[src/rtl/message_reg.sv]
// Single-byte message holding register between guess entry and the UART transmitter.
// Captures a byte on a rising ready, shows it pending on blue, hands it off with a one-cycle tx_ctrl.
module message_reg (
  input  logic       clk,
  input  logic       nRst,
  input  logic       ready,
  input  logic       transmit_ready,
  input  logic [7:0] data,
  output logic       blue,
  output logic       tx_ctrl,
  output logic [7:0] tx_byte
);

  typedef enum logic [1:0] {
    IDLE = 2'd0,
    HOLD = 2'd1,
    SEND = 2'd2
  } state_e;

  state_e     state_q, state_d;
  logic [7:0] msg_q, msg_d;
  logic [7:0] tx_byte_q, tx_byte_d;
  logic       ready_q;
  logic       blue_q, blue_d;
  logic       tx_ctrl_q, tx_ctrl_d;
  logic       cap;

  // ready_q resets low, so a ready already high at reset release captures on the first edge.
  assign cap = ready & ~ready_q;

  always_comb begin
    // NOTE: every signal gets a default before the case so no path leaves it unassigned (no latch).
    state_d   = state_q;
    msg_d     = msg_q;
    tx_byte_d = tx_byte_q;

    unique case (state_q)
      IDLE: begin
        if (cap) begin
          msg_d   = data;
          state_d = HOLD;
        end
      end
      HOLD: begin
        if (cap) begin
          msg_d = data;
        end else if (transmit_ready) begin
          tx_byte_d = msg_q;
          state_d   = SEND;
        end
      end
      SEND: begin
        state_d = IDLE;
      end
      default: begin
        state_d = IDLE;
      end
    endcase

    // Outputs are decoded from the next state so they come straight out of flops.
    blue_d    = (state_d == HOLD);
    tx_ctrl_d = (state_d == SEND);
  end

  always_ff @(posedge clk or negedge nRst) begin
    // NOTE: sequential state uses non-blocking assignments so all flops update together.
    if (!nRst) begin
      state_q   <= IDLE;
      msg_q     <= 8'h00;
      tx_byte_q <= 8'h00;
      ready_q   <= 1'b0;
      blue_q    <= 1'b0;
      tx_ctrl_q <= 1'b0;
    end else begin
      state_q   <= state_d;
      msg_q     <= msg_d;
      tx_byte_q <= tx_byte_d;
      ready_q   <= ready;
      blue_q    <= blue_d;
      tx_ctrl_q <= tx_ctrl_d;
    end
  end

  assign blue    = blue_q;
  assign tx_ctrl = tx_ctrl_q;
  assign tx_byte = tx_byte_q;

endmodule

[config.mk]
export PLATFORM = sky130hd
export DESIGN_NAME = message_reg
export DESIGN_NICKNAME = d
export VERILOG_FILES = /design/src/rtl/message_reg.sv
export SDC_FILE = /design/constraint.sdc
export NUM_CORES = 1
export LEC_CHECK = 0
export CAP_MARGIN = 20
export CORE_MARGIN = 3
export CORE_UTILIZATION = 45
export CTS_CLUSTER_SIZE = 20
export DETAILED_ROUTE_END_ITERATION = 8
export PLACE_DENSITY_LB_ADDON = 0.15
export SETUP_SLACK_MARGIN = 0.4
export SLEW_MARGIN = 15
export SYNTH_ARGS = -nofsm -noshare
export SYNTH_HDL_FRONTEND = slang
export SYNTH_SLANG_ARGS = --single-unit
[constraint.sdc]
create_clock -name clk -period 1.33 [get_ports clk]
set_input_delay 0.266 -clock clk [delete_from_list [all_inputs] [get_ports clk]]
set_output_delay 0.266 -clock clk [all_outputs]
set_load 0.05 [all_outputs]
### Word level (Yosys, flattened, before mapping)

Index checks and enable logic that the tools add are counted.

* memory bits (read-only): 0
* register bits after elaboration: 21
* RAM bits: 0
* logic and storage cells: 20
* bits in latches: 0
* output and inout bits: 10
* memories kept: 0
* input port bits: 12

* shift-type cells: 0
* multipliers: 0
* multiplexer cells: 4
* bitwise logic cells: 3
* divide/modulo/power cells: 0
* $lt $le $gt $ge: 0
* reductions and logical operators: 4
* eq/ne operators: 3
* $add $sub $neg: 0

Operators by type and width (number)
* 2-to-1 mux 2 bit: 3
* equality test 2 x 1 -> 1 bit, second input constant: 2
* case mux 2 bit (2 select lines): 1
* AND reduction 3 bit: 1
* equality test 2 bit, second input constant: 1
* zero test 2 bit: 1
* inverter 1 bit: 2
* AND reduction 2 bit: 1
* OR reduction 2 bit: 1
* bitwise AND 1 bit: 1

### Logic depth before layout (Yosys ltp)

* word-level depth: 5
* depth in mapped cells: 3
* mapped depth without buffers: 3

### Least setup slack after synthesis

No wires, ideal clock.

* kind: register -> register
* from: reg ready_q
* to: reg msg_q[0]
* setup time: 0.125 ns
* required time: 1.205 ns
* path slack: 0.188 ns
* cell stages (with the launch flop): 4
* path buffers: 0
* arrival: 1.017 ns
* period minus slack after synthesis: 1.142 ns
* cell sequence: dfrtp_1 > nand2b_4 > nor2_4 > mux2_2

* cells in the longest elaborated chain, start to end: 3

Ends and longest elaborated chain
* start: declaration: line 23 `logic ready_q;`
* start signal: assignment: line 78 `ready_q <= ready;`
* inverter 1 bit: line 29 `assign cap = ready & ~ready_q;`
* bitwise AND 1 bit: line 29
* AND reduction 2 bit (no source line)
* end signal: assignment: line 76 `msg_q <= msg_d;`
* end: declaration: line 21 `logic [7:0] msg_q, msg_d;`

No other way between the ends.
A chain may end at the register's enable or synchronous reset.

### Worst setup path after layout

* from: reg ready_q
* to: reg msg_q[3]

Same word-level chain as after synthesis.

==> results by group <==
Global route
  • Largest net degree at the start of global routing: 22
  • First-pass GRT wire length: 2.10 mm
  • Initial antenna violation count: 0
  • Total GRT Usage: 0.140
  • Grt ovf: 0
  • Vias in the first global route: between 400 and 500

Synthesis
  • Dominant synthesized flop cell: dfrtp_1
  • Post-synth top area share: 0.673
  • Synth area leader: dfrtp_1
  • Synth Area per Inst: 17.3 um^2
  • Synth warn: 0
  • Most common cell in the netlist: dfrtp_1
  • Unique masters post-synth: 8
  • Register area share after synthesis: 0.673
  • Cell Area, Synth: 781 um^2
  • Ranking of synthesized cells by area: dfrtp_1 (67%), mux2_2 (23%), nand4b_4 (3.0%), nand2b_4 (1.8%), o22ai_1 (1.6%)
  • Post-synth EDFFs: 0
  • Share of flip-flops with an asynchronous set or reset: 1.00
  • Post-synthesis register bit count: 21
  • Net Count, Synth: 57
  • Syn Inst Count: 45
  • Commonest cells in the netlist: dfrtp_1 (21), mux2_2 (16), inv_1 (2), o22ai_1 (2)

Detailed routing
  • Wire length per cell: 15.8 um
  • Routed Antenna Nets: 0
  • Drt drc: 0
  • Final wirelength: 1.52 mm
  • Via count: 496
  • Vias per std cell: 5.17
  • 1st-pass router iterations: 4
  • Initial DRC Count: 5

Worst setup path
  • Worst EP required: 1.52 ns
  • CP Class: register to register
  • CP delay by family, top: flip-flops
  • Max FO, Critical Path: 5
  • Crit path buffers/inverters: 1
  • CP cell instances: nand2b_4 -> nor2_4 -> buf_6 -> mux2_4
  • CP startpoint kind: register
  • CP arrival: 1.42 ns
  • CP max stage cell: dfrtp_1
  • Crit path capture type: register
  • Crit path largest cell delay: approximately 0.39 ns

Timing
  • Period utilisation layout: 0.925
  • Max Fclk: a little over 800 MHz
  • RSZ-0062 raised after global routing: yes
  • Crit path setup slack, layout: 0.100 ns
  • Clock Skew: 0.00478 ns
  • Worst Tran Pin Value: 0.261 ns
  • Final setup viols: 0
  • Setup TNS: 0 ns
  • Final Slew Violations: 0
  • Final Critical Period: 1.23 ns
  • Final hold vios: 0
  • Max-slew headroom: 0.826

Finish
  • N_diodes: 0
  • Final nets: 93
  • Multi-input gate area: between 300 and 400 um^2
  • Final non-filler cell total: 96
  • Register Area: around 530 um^2
  • Layout cells sized above 1: 0.538
  • Fill cells: 92
  • Fin util: 0.809
  • Syn-to-layout area delta: 63.3%

Placement
  • DP HPWL: around 940 um
  • Placed Cells: 85
  • Dpl ws: -0.262 ns
  • Buffers on Ports: 21
  • Routability congestion estimate: approximately 0.71

Clock tree
  • Clk root buf: clkbuf_4
  • Worst-case clock buffer depth: 2
  • Sink Count: 21
  • CTS Buf Count: 3
  • Clock Latency Late Sink: around 0.3 ns
  • Clock transition at path regs: roughly 0.11 ns
  • H-tree Lvls: 1
  • CTS tree: done

Floorplanning
  • Ports: 22
  • Height of the die: ~48 um
  • Core Area: 0.00158 mm^2
  • Site Rows: 14
  • Die ar.: 0.00227 mm^2
  • Die X: 47.7 um
  • Starting density of the core: 0.495

Power
  • Overall Power: between 2 and 2.5 mW
  • Peak VDD IR: 1440 uV
  • Leakage: 0.638 nW
  • Total power divided by cell area: ~1900 mW/mm^2

Hold path
  • Hold WC Path Type: input port to register

Job
  • Max-cap violations: 0

Run status
  • Outcome: complete, no violations
==> per-stage QoR <==
step / instance area (um^2) / hold WS [ns]
after floorplan: 781 / -0.0296
after global placement: 1130 / 0.494
after detailed placement: 1130 / 0.494
after CTS: 1210 / 0.260
after global routing: 1270 / 0.258
final: 1270 / 0.263
==> flip-flops by register name, summed over array words and instances (netlist names) <==
name / count
blue: 1
msg_q: 8
ready_q: 1
state_q: 2
tx_byte: 8
tx_ctrl: 1
==> cells by family (layout without fill, tap and decap cells) <==
group | after synthesis | in the layout | synth area share
AOI/OAI and AO/OA | 2 | 2 | 0.0160
buffers and inverters | 2 | 36 | 0.00962
DFF | 21 | 21 | 0.673
muxes | 16 | 16 | 0.231
and+or+nand+nor | 4 | 5 | 0.0705
==> cell type report <==
cell class,count,area share
inverters,2,0.00589
clock buffers,4,0.0206
multi-input cells,23,0.241
repair buffers,30,0.303
well taps,16,0.0157
flip-flops and latches,21,0.413
==> worst paths after layout <==
check                      slack, ns                      to                 start  cells past startpoint
setup / recovery                0.10    msg_q[3]$_DFFE_PN0P_     ready_q$_DFF_PN0_                      4
hold / removal                  0.26       ready_q$_DFF_PN0_                 ready                      1
setup reg to reg                0.10    msg_q[3]$_DFFE_PN0P_     ready_q$_DFF_PN0_                      4
hold reg to reg                 0.52  tx_byte[7]$_DFFE_PN0P_  msg_q[7]$_DFFE_PN0P_                      1
max in group asynchronous       0.81    state_q[1]$_DFF_PN0_                  nRst                      2
min in group asynchronous       0.29       ready_q$_DFF_PN0_                  nRst                      2
==> metal layers <==
| layer | global-route usage | up-vias | part of all wire |
|---|---|---|---|
| met5 | 0 | - | 0 |
| met1 | 0.190 | 240 | 0.44 |
| met4 | 0.0484 | 0 | 0.022 |
| met2 | 0.214 | 18 | 0.47 |
| met3 | 0.0451 | 4 | 0.066 |
| li1 | - | 234 | - |
==> layout by cell type (no fill, tap or decap) <==
master and instances:
nand2b_1 1, buf_12 10, o22ai_1 2, dfrtp_1 20
mux2_2 4, nand4b_4 1, nand2b_4 1, inv_1 2
buf_4 7, clkbuf_4 3, clkdlybuf4s50_1 9, clkbuf_1 1
mux2_4 12, dlygate4sd2_1 1, dlymetal6s2s_1 1, nand4b_2 1
nor2_4 1, dfrtp_2 1, buf_6 2
==> what timing repair did <==
item	in CTS	in global routing
gates cloned	0	1
setup endpoints to repair	28	29
setup buffers	2	4
gates resized for setup	11	6
pin swaps	1	1
endpoints found under the hold margin	0	0
hold buffers	0	0
==> worst reg2reg max path, stage by stage (launching register included) <==
cell and delay, ns:
dfrtp_1 0.39, nand2b_4 0.18, nor2_4 0.12, buf_6 0.14
mux2_4 0.30
==> where the power goes <==
group | switching [mW] | leakage [nW] | internal (mW) | total, mW
Clock | 0.180 | 0.0150 | 0.117 | 0.297
Sequential | 0.148 | 0.251 | 0.796 | 0.944
Combinational | 0.533 | 0.372 | 0.687 | 1.22
Total | 0.861 | 0.638 | 1.60 | 2.46
Note: power is estimated with default switching activity, not from simulation.
